==> config.mk <==
export PLATFORM = sky130hd
export DESIGN_NAME = shreg_ctrl
export DESIGN_NICKNAME = d
export VERILOG_FILES = /design/src/rtl/shreg_ctrl.sv
export SDC_FILE = /design/constraint.sdc
export NUM_CORES = 1
export LEC_CHECK = 0
export CORE_ASPECT_RATIO = 1.2
export CORE_MARGIN = 10
export CORE_UTILIZATION = 39
export CTS_CLUSTER_DIAMETER = 80
export DETAILED_ROUTE_END_ITERATION = 10
export GPL_TIMING_DRIVEN = 0
export PLACE_DENSITY = 0.72
export SLEW_MARGIN = 5
export SYNTH_ARGS = -nofsm -noshare
export SYNTH_HDL_FRONTEND = slang
export SYNTH_SLANG_ARGS = --single-unit
==> constraint.sdc <==
create_clock -name CLK -period 2.07 [get_ports CLK]
set_clock_uncertainty 0.15 [all_clocks]
set_input_delay 0.207 -clock CLK [delete_from_list [all_inputs] [get_ports CLK]]
set_output_delay 0.207 -clock CLK [all_outputs]
set_load 0.01 [all_outputs]
==> src/rtl/shreg_ctrl.sv <==
// Command sequencer for the structural universal shift register: turns one load/shift/rotate
// command at a time into a settle cycle followed by a burst of flop-enable cycles.
module shreg_ctrl #(
    parameter int unsigned N     = 4,
    parameter int unsigned CNT_W = 4
) (
    input  logic             CLK,
    input  logic             RESET,
    input  logic             CMD_VALID,
    output logic             CMD_READY,
    input  logic [1:0]       CMD_OP,
    input  logic             CMD_DIR,
    input  logic [CNT_W-1:0] CMD_LEN,
    input  logic [N-1:0]     CMD_DATA,
    input  logic             CMD_SIN,
    output logic             ENB,
    output logic             DIR,
    output logic             MODO1,
    output logic             MODO0,
    output logic [N-1:0]     D,
    output logic             S_IN,
    output logic             BUSY,
    output logic             DONE,
    output logic [CNT_W-1:0] REMAIN
);

    typedef enum logic [1:0] {StIdle, StSetup, StRun, StFin} state_e;

    localparam logic [1:0] OpLoad  = 2'b00;
    localparam logic [1:0] OpShift = 2'b01;
    localparam logic [1:0] OpRot   = 2'b10;

    state_e           state_q, state_d;
    logic [1:0]       op_q, op_d;
    logic [CNT_W-1:0] len_q, len_d;
    logic [CNT_W-1:0] remain_q, remain_d;
    logic             enb_q, enb_d;
    logic             dir_q, dir_d;
    logic             modo1_q, modo1_d;
    logic             modo0_q, modo0_d;
    logic [N-1:0]     d_q, d_d;
    logic             s_in_q, s_in_d;
    logic             busy_q, busy_d;
    logic             done_q, done_d;

    always_comb begin
        state_d  = state_q;
        op_d     = op_q;
        len_d    = len_q;
        remain_d = remain_q;
        enb_d    = 1'b0;
        dir_d    = dir_q;
        modo1_d  = modo1_q;
        modo0_d  = modo0_q;
        d_d      = d_q;
        s_in_d   = s_in_q;
        done_d   = 1'b0;

        unique case (state_q)
            StIdle: begin
                if (CMD_VALID) begin
                    op_d    = CMD_OP;
                    len_d   = CMD_LEN;
                    state_d = StSetup;
                    // Selects move here so the mux chain settles during StSetup.
                    case (CMD_OP)
                        OpLoad: begin
                            modo1_d = 1'b1;
                            d_d     = CMD_DATA;
                        end
                        OpShift: begin
                            modo1_d = 1'b0;
                            modo0_d = 1'b0;
                            dir_d   = CMD_DIR;
                            s_in_d  = CMD_SIN;
                        end
                        OpRot: begin
                            modo1_d = 1'b0;
                            modo0_d = 1'b1;
                            dir_d   = CMD_DIR;
                        end
                        default: ;
                    endcase
                end
            end
            StSetup: begin
                if (op_q == OpLoad) begin
                    state_d  = StRun;
                    enb_d    = 1'b1;
                    remain_d = '0;
                end else if ((op_q == OpShift || op_q == OpRot) && len_q != '0) begin
                    state_d  = StRun;
                    enb_d    = 1'b1;
                    remain_d = len_q - CNT_W'(1);
                end else begin
                    state_d = StFin;
                    done_d  = 1'b1;
                end
            end
            StRun: begin
                if (remain_q == '0) begin
                    state_d = StFin;
                    done_d  = 1'b1;
                end else begin
                    enb_d    = 1'b1;
                    remain_d = remain_q - CNT_W'(1);
                end
            end
            StFin: begin
                state_d = StIdle;
            end
            default: state_d = StIdle;
        endcase

        busy_d = (state_d != StIdle);
    end

    always_ff @(posedge CLK) begin
        if (RESET) begin
            state_q  <= StIdle;
            op_q     <= '0;
            len_q    <= '0;
            remain_q <= '0;
            enb_q    <= 1'b0;
            dir_q    <= 1'b0;
            modo1_q  <= 1'b0;
            modo0_q  <= 1'b0;
            d_q      <= '0;
            s_in_q   <= 1'b0;
            busy_q   <= 1'b0;
            done_q   <= 1'b0;
        end else begin
            state_q  <= state_d;
            op_q     <= op_d;
            len_q    <= len_d;
            remain_q <= remain_d;
            enb_q    <= enb_d;
            dir_q    <= dir_d;
            modo1_q  <= modo1_d;
            modo0_q  <= modo0_d;
            d_q      <= d_d;
            s_in_q   <= s_in_d;
            busy_q   <= busy_d;
            done_q   <= done_d;
        end
    end

    assign CMD_READY = (state_q == StIdle) && !RESET;
    assign ENB       = enb_q;
    assign DIR       = dir_q;
    assign MODO1     = modo1_q;
    assign MODO0     = modo0_q;
    assign D         = d_q;
    assign S_IN      = s_in_q;
    assign BUSY      = busy_q;
    assign DONE      = done_q;
    assign REMAIN    = remain_q;

endmodule
==> results.md, run 1 <==
* Maximum number of pins on one net before global-route repair at 14
* Cell count of the worst reg-to-reg path at 6
* Post-CTS Hold Buffers at 0
* Unrepaired setup endpoints after global routing: false
* Standard cell area after detailed placement at 0.00154 sq mm
* Number of sinks on the clock net at 23
* Synthesis warning total at 0
* Max-slew violation count at 0
* Multi-input gate area at 679 sq um
* Clock group share of total power at 12.1%
* Switching power share of the total at 40.0%
* Internal power contribution at 1.08 mW
* CP Capture Type: flip-flop
* PwrDens at 1130 mW/mm^2
* Number of register bits inferred by synthesis at 23
* GR Util All Layers at 10.4%
* Final period util at 93.2%
* Finished layout cell area at 0.00158 sq mm
* Vias in the first global route at 1,214
* Total Nets Final at 205
* Hold path cells at 3
* Count of antenna-violating nets left after detailed routing at 0
* Critical path startpoint category: flip-flop
* CTS clk-pin slew, worst paths at 0.13 ns
* Syn Nets at 170
* Max-cap check violation count at 0
* Number of buffers on the longest clock path at 2
* Total setup violations reported at the end of the flow at 0
* Number of I/O pins at 31
* Net load switching power at 718 uW
* Die footprint at 0.00569 sq mm
* Register Area at 460 sq um
* Residual overflow from global routing at 0
* Core Area at 0.00286 sq mm
* Area of the mapped netlist at 0.00120 sq mm
* Max transition margin at 67.2%
* Peak VDD IR at 640 uV
* DRC violations left at 0
* Worst skew pair latency at 0.32 ns
* First-pass GRT wire length at 5130 um
* Standard-cell row count at 21
* Highest attainable clock frequency at 0.519 GHz
* Static Leak at 0.598 nW
* Number of clock buffers inserted by TritonCTS at 3
* Total setup buffers inserted after CTS at 0
* Pin slew with the least headroom to its limit at 0.491 ns
* Initial antenna violation count at 0
* Die H at 80.7 um
* GPL Wtd Cong at 0.802
* TritonCTS clock tree: done
* Critical setup path kind: reg2reg
* Layout cells sized above 1 at 8.43%
* Total wirelength of the detailed-routed design at 2900 um
* Setup Total Neg Slack at 0 ns
* Number of antenna cells inserted at 0
* Unique cell type count in the Yosys netlist at 34
* Total of fill cells in the finished design at 280
* Layout Area Growth over Synthesis at 32.2%
* Fraction of power consumed by combinational cells at 54.3%
* Port Buf Inserts at 30
* Chip width at 70.6 um
* FF-to-FF setup slack at 0.14 ns
* Detailed Place HPWL at 2310 um
* Root Driver: sky130_fd_sc_hd__clkbuf_4
* Total number of vias at 1,085
* Hold/Removal Path Class: in2reg
* Worst endpoint data arrival time at 2.04 ns
* Average vias per placed instance at 5.12
* Average wire per standard cell at 13.7 um
* Post-Syn Area per Cell at 8.31 sq um
* Number of cells produced by synthesis at 144
* Critical path required time at 2.18 ns
* Maximum level of the CTS H-tree at 1
* Share of total power in sequential cells at 33.6%
* First-pass DRT Iterations at 4
* Outcome: finished clean
* Initial core utilization at 41.8%
* Peak fanout along the critical path at 4
* Sequential fraction of the synthesis area at 38.5%
* Tmin final at 1.93 ns
* Hold violation count in the final report at 0
* Drt first-iter violations at 38
cell type report:
class                      instances  area share [%]
multi-input combinational        103            43.0
sequential                        23            29.1
timing repair buffer              30            19.1
inverter                          13            3.09
tap                               34            2.69
clock buffer                       3            1.42
buffer                             5            1.27
clock inverter                     1           0.316
cells in the final DEF, fill, tap and decap left out, types with 2 or more instances in the layout:
cell and count:
sky130_fd_sc_hd__clkdlybuf4s50_1 29, sky130_fd_sc_hd__nand2_1 24, sky130_fd_sc_hd__dfxtp_1 23, sky130_fd_sc_hd__a21oi_1 17, sky130_fd_sc_hd__inv_1 12, sky130_fd_sc_hd__ha_1 10
sky130_fd_sc_hd__nand3_1 7, sky130_fd_sc_hd__nor2_1 6, sky130_fd_sc_hd__clkbuf_1 4, sky130_fd_sc_hd__nor3_1 4, sky130_fd_sc_hd__a211oi_1 4, sky130_fd_sc_hd__o21ai_0 4
sky130_fd_sc_hd__clkbuf_4 3, sky130_fd_sc_hd__nor2b_1 2, sky130_fd_sc_hd__and2_1 2, sky130_fd_sc_hd__xnor2_1 2, sky130_fd_sc_hd__a31oi_1 2
repair_timing:
action,CTS,global route
pin swaps,0,0
resized for setup,3,1
endpoints found under the setup margin,1,1
hold endpoints to repair,0,0
layer usage:
layer	global-route usage, %	wire length (um)	vias to the layer above
li1	-	-	558
met1	9.99	1140	481
met2	18.7	1390	39
met3	5.17	300	7
met4	4.26	72	0
met5	0	0	-
kinds of logic after synthesis:
| kind of cell | after synthesis | share of synthesized area [%] |
|---|---|---|
| compound gates | 35 | 20.0 |
| xor+xnor | 3 | 2.20 |
| fa+ha+maj | 11 | 11.5 |
| buf+inv | 18 | 5.75 |
| flops | 23 | 38.5 |
| simple gates | 54 | 22.1 |
worst paths after layout:
check,start,to
worst max-delay path,REMAIN[0],REMAIN[0]
worst min register to register,op_q[1],op_q[1]
worst max register to register,REMAIN[0],REMAIN[0]
worst min-delay path,CMD_LEN[3],len_q[3]
power by group through the flow:
| stage | combinational (mW) | clock (mW) | sequential (mW) |
|---|---|---|---|
| after global routing | 1.08 | 0.238 | 0.621 |
| after CTS | 0.978 | 0.225 | 0.606 |
| after global placement | 0.907 | 0 | 0.609 |
| final | 0.974 | 0.217 | 0.604 |
| after floorplan | 0.618 | 0 | 0.628 |
| after detailed placement | 0.930 | 0 | 0.614 |
registers in the layout (all words and copies together) (netlist names):
signal   flops
op_q         2
S_IN         1
REMAIN       4
ENB          1
state_q      2
len_q        4
MODO1        1
MODO0        1
D            4
DIR          1
DONE         1
BUSY         1
metrics by stage:
| stage | cells | util [%] | worst slack (ns) | total power, mW | hold WS (ns) |
|---|---|---|---|---|---|
| floorplan | 144 | - | 0.227 | 1.25 | 0.193 |
| global placement | 208 | 53.7 | 0.189 | 1.52 | 0.294 |
| detailed placement | 208 | 53.7 | 0.185 | 1.54 | 0.305 |
| CTS | 212 | 55.1 | 0.0661 | 1.81 | 0.272 |
| global route | 212 | 55.2 | 0.0290 | 1.94 | 0.268 |
| finish | 212 | 55.2 | 0.142 | 1.79 | 0.276 |
critical path, stage by stage, from the launching register on:
cell and delay (ns):
sky130_fd_sc_hd__dfxtp_1 0.40, sky130_fd_sc_hd__inv_1 0.07, sky130_fd_sc_hd__ha_1 0.22, sky130_fd_sc_hd__nor3b_2 0.19
sky130_fd_sc_hd__and2_1 0.20, sky130_fd_sc_hd__or4_1 0.50, sky130_fd_sc_hd__a21oi_1 0.14
synth_stat cells:
cell	count	area (sq um)
sky130_fd_sc_hd__inv_1	13	48.8
sky130_fd_sc_hd__o41ai_1	1	8.76
sky130_fd_sc_hd__or4_1	1	7.51
sky130_fd_sc_hd__o21ai_0	4	20.0
sky130_fd_sc_hd__nor2b_1	2	12.5
sky130_fd_sc_hd__nor2_1	6	22.5
sky130_fd_sc_hd__a31oi_1	2	12.5
sky130_fd_sc_hd__a21boi_4	1	18.8
sky130_fd_sc_hd__a21bo_2	1	10.0
sky130_fd_sc_hd__nand3b_1	1	7.51
sky130_fd_sc_hd__and2_1	2	12.5
sky130_fd_sc_hd__a2bb2oi_1	1	8.76
sky130_fd_sc_hd__nand4_1	1	6.26
sky130_fd_sc_hd__buf_2	1	5.00
sky130_fd_sc_hd__nand2b_1	1	6.26
sky130_fd_sc_hd__nand3_1	7	35.0
sky130_fd_sc_hd__nand2_1	24	90.1
sky130_fd_sc_hd__a211oi_1	4	30.0
sky130_fd_sc_hd__a21o_2	1	8.76
sky130_fd_sc_hd__or3b_4	1	11.3
sky130_fd_sc_hd__o22a_1	1	8.76
sky130_fd_sc_hd__clkbuf_1	4	15.0
sky130_fd_sc_hd__xnor2_1	2	17.5
sky130_fd_sc_hd__o31ai_2	1	12.5
sky130_fd_sc_hd__nor4_1	1	6.26
sky130_fd_sc_hd__or2_2	1	6.26
sky130_fd_sc_hd__or2b_1	1	7.51
sky130_fd_sc_hd__nor3_1	4	20.0
sky130_fd_sc_hd__a21oi_1	17	85.1
sky130_fd_sc_hd__nor3b_2	1	12.5
sky130_fd_sc_hd__ha_1	11	138
sky130_fd_sc_hd__xor2_1	1	8.76
sky130_fd_sc_hd__a311oi_2	1	15.0
sky130_fd_sc_hd__dfxtp_1	23	460
Power figures use the tool's default switching activity.
==> run 2: changes to the inputs <==
- CELL_PAD_IN_SITES_DETAIL_PLACEMENT: not set -> 0
- CELL_PAD_IN_SITES_GLOBAL_PLACEMENT: not set -> 2
- CORE_UTILIZATION: 39 -> 35
- DONT_BUFFER_PORTS: not set -> 1
- GPL_TIMING_DRIVEN: 0 -> not set
- PLACE_DENSITY: 0.72 -> 0.82
==> run 2 against run 1 <==
First-iteration DRC count increased by 100%. Clock power increased by 33%. Register-to-register slack improved by 0.05 ns. Setup slack improved by 0.054 ns. Final area decreased by 9.7%. Sequential share of layout area increased by 3.1 points. Hold slack got worse by 0.27 ns. Critical path depth unchanged. Maximum frequency increased by 2.9%. Highest routed layer unchanged.
==> results.md, run 2 (same netlist as run 1, synthesis figures left out) <==
* Setup Total Neg Slack at 0 ns (unchanged)
* Total wirelength of the detailed-routed design at 2850 um (-1.8%)
* Commonest cells after routing, fill and taps aside: sky130_fd_sc_hd__nand2_1, sky130_fd_sc_hd__dfxtp_1, sky130_fd_sc_hd__a21oi_1
* Peak VDD IR at 581 uV (-9.2%)
* Number of clock buffers inserted by TritonCTS at 3 (unchanged)
* Total setup violations reported at the end of the flow at 0 (unchanged)
* GPL Wtd Cong at 0.815 (+1.6%)
* Die H at 84.0 um (+4.2%)
* Pin slew with the least headroom to its limit at 0.794 ns (+0.303 ns)
* Number of buffers on the longest clock path at 2 (unchanged)
* Number of antenna cells inserted at 0 (unchanged)
* PwrDens at 1220 mW/mm^2 (+7.5%)
* Average vias per placed instance at 5.26 (+2.8%)
* Port Buf Inserts at 0 (-100%)
* Total setup buffers inserted after CTS at 0 (unchanged)
* Max transition margin at 46.9% (-20 points)
* Initial antenna violation count at 0 (unchanged)
* Final period util at 90.6% (-2.6 points)
* Outcome: finished clean
* Total Nets Final at 187 (-8.8%)
* Maximum number of pins on one net before global-route repair at 21 (+7)
* Worst endpoint data arrival time at 1.90 ns (-0.14 ns)
* DP Worst Slack at 0.221 ns (+0.0366 ns)
* Finished layout cell area at 0.00143 sq mm (-9.7%)
* First-pass GRT wire length at 4990 um (-2.7%)
* Standard cell area after detailed placement at 0.00125 sq mm (-19%)
* DRC violations left at 0 (unchanged)
* Cts repair resizes at 0 (-3)
* Unrepaired setup endpoints after global routing: false
* TritonCTS clock tree: done
* Number of sinks on the clock net at 23 (unchanged)
* Critical setup path kind: reg2reg
* Maximum level of the CTS H-tree at 1 (unchanged)
* Final design utilization at 43.2% (-12 points)
* Count of antenna-violating nets left after detailed routing at 0 (unchanged)
* Max-cap check violation count at 0 (unchanged)
* Highest attainable clock frequency at 0.533 GHz (+2.9%)
* Peak fanout along the critical path at 7 (+3)
* First-pass DRT Iterations at 4 (unchanged)
* FF-to-FF setup slack at 0.20 ns (+0.05 ns)
* Tmin final at 1.87 ns (-0.0540 ns)
* Detailed Place HPWL at 2170 um (-6.3%)
* Final setup margin at 0.196 ns (+0.0540 ns)
* Max-slew violation count at 0 (unchanged)
* Critical path required time at 2.09 ns (-0.09 ns)
* GR Util All Layers at 9.72% (-0.70 points)
* Core Area at 0.00331 sq mm (+16%)
* Root Driver: sky130_fd_sc_hd__clkbuf_8
* Standard-cell row count at 23 (+9.5%)
* CTS clk-pin slew, worst paths at 0.09 ns (-0.04 ns)
* Critical path startpoint category: flip-flop
* Most frequent standard cell in the layout excluding fill and tap cells: sky130_fd_sc_hd__nand2_1
* CP Capture Type: flip-flop
* Die footprint at 0.00617 sq mm (+8.3%)
* Layout Area Growth over Synthesis at 19.5%
* Drt first-iter violations at 76 (+100%)
* Vias in the first global route at 1,081 (-11%)
* Total of fill cells in the finished design at 335 (+20%)
* Hold/Removal Path Class: in2reg
* Total number of vias at 1,036 (-4.5%)
* Residual overflow from global routing at 0 (unchanged)
* Chip width at 73.4 um (+4.0%)
* Layout cells sized above 1 at 10.0% (+1.6 points)
* Number of I/O pins at 31 (unchanged)
* Average wire per standard cell at 14.5 um (+5.7%)
* Static Leak at 0.547 nW (-8.5%)
* Hold violation count in the final report at 0 (unchanged)
* Initial core utilization at 36.1% (-5.6 points)
* Worst skew pair latency at 0.27 ns (-0.05 ns)
## run 2: what timing repair did
| item | CTS | global route |
|---|---|---|
| endpoints found under the setup margin | 0 | 0 |
| hold buffers | 13 | 0 |
| endpoints found under the hold margin | 20 | 0 |
## run 2: per-stage QoR
step	power (mW)	instances	hold WS (ns)
finish	1.74	197	0.00316
global route	1.89	197	0.0101
CTS	1.76	197	0.00250
detailed placement	1.44	180	0.132
global placement	1.43	180	0.131
floorplan	1.25	144	0.193
## run 2: final timing paths
| path | to | cells past startpoint | start |
|---|---|---|---|
| worst max-delay path | state_q[0] | 6 | len_q[0] |
| worst min-delay path | state_q[1] | 2 | RESET |
| worst max register to register | state_q[0] | 6 | len_q[0] |
| worst min register to register | op_q[0] | 2 | op_q[0] |
## run 2: per-layer routing
| layer | share of wire [%] | routed length (um) | global-route usage (%) | up-vias |
|---|---|---|---|---|
| met1 | 40 | 1140 | 10.6 | 471 |
| met3 | 10 | 299 | 4.64 | 5 |
| li1 | - | - | - | 529 |
| met5 | 0 | 0 | 0 | - |
| met4 | 1.3 | 36 | 3.40 | 0 |
| met2 | 48 | 1370 | 15.8 | 31 |
## run 2: power breakdown
| group | total (mW) | leakage, nW | internal, mW | switching (mW) |
|---|---|---|---|---|
| combinational | 0.830 | 0.334 | 0.361 | 0.469 |
| clock | 0.288 | 0.0255 | 0.135 | 0.153 |
| sequential | 0.626 | 0.188 | 0.537 | 0.0886 |
| total | 1.74 | 0.547 | 1.03 | 0.711 |
## run 2: critical path, stage by stage (launching register included)
cell and delay [ns]:
sky130_fd_sc_hd__dfxtp_1 0.36, sky130_fd_sc_hd__inv_1 0.09, sky130_fd_sc_hd__ha_1 0.14, sky130_fd_sc_hd__or3b_4 0.41, sky130_fd_sc_hd__a21boi_4 0.26, sky130_fd_sc_hd__o31ai_2 0.10
sky130_fd_sc_hd__a211oi_1 0.26
## run 2: layout make-up
class	count	area, sq um	share of cell area (%)
clock inverters	1	5.00	0.350
clock buffers	3	41.3	2.89
well taps	37	46.3	3.24
flip-flops and latches	23	460	32.2
repair buffers	17	160	11.2
multi-input cells	103	667	46.7
inverters	13	48.8	3.42
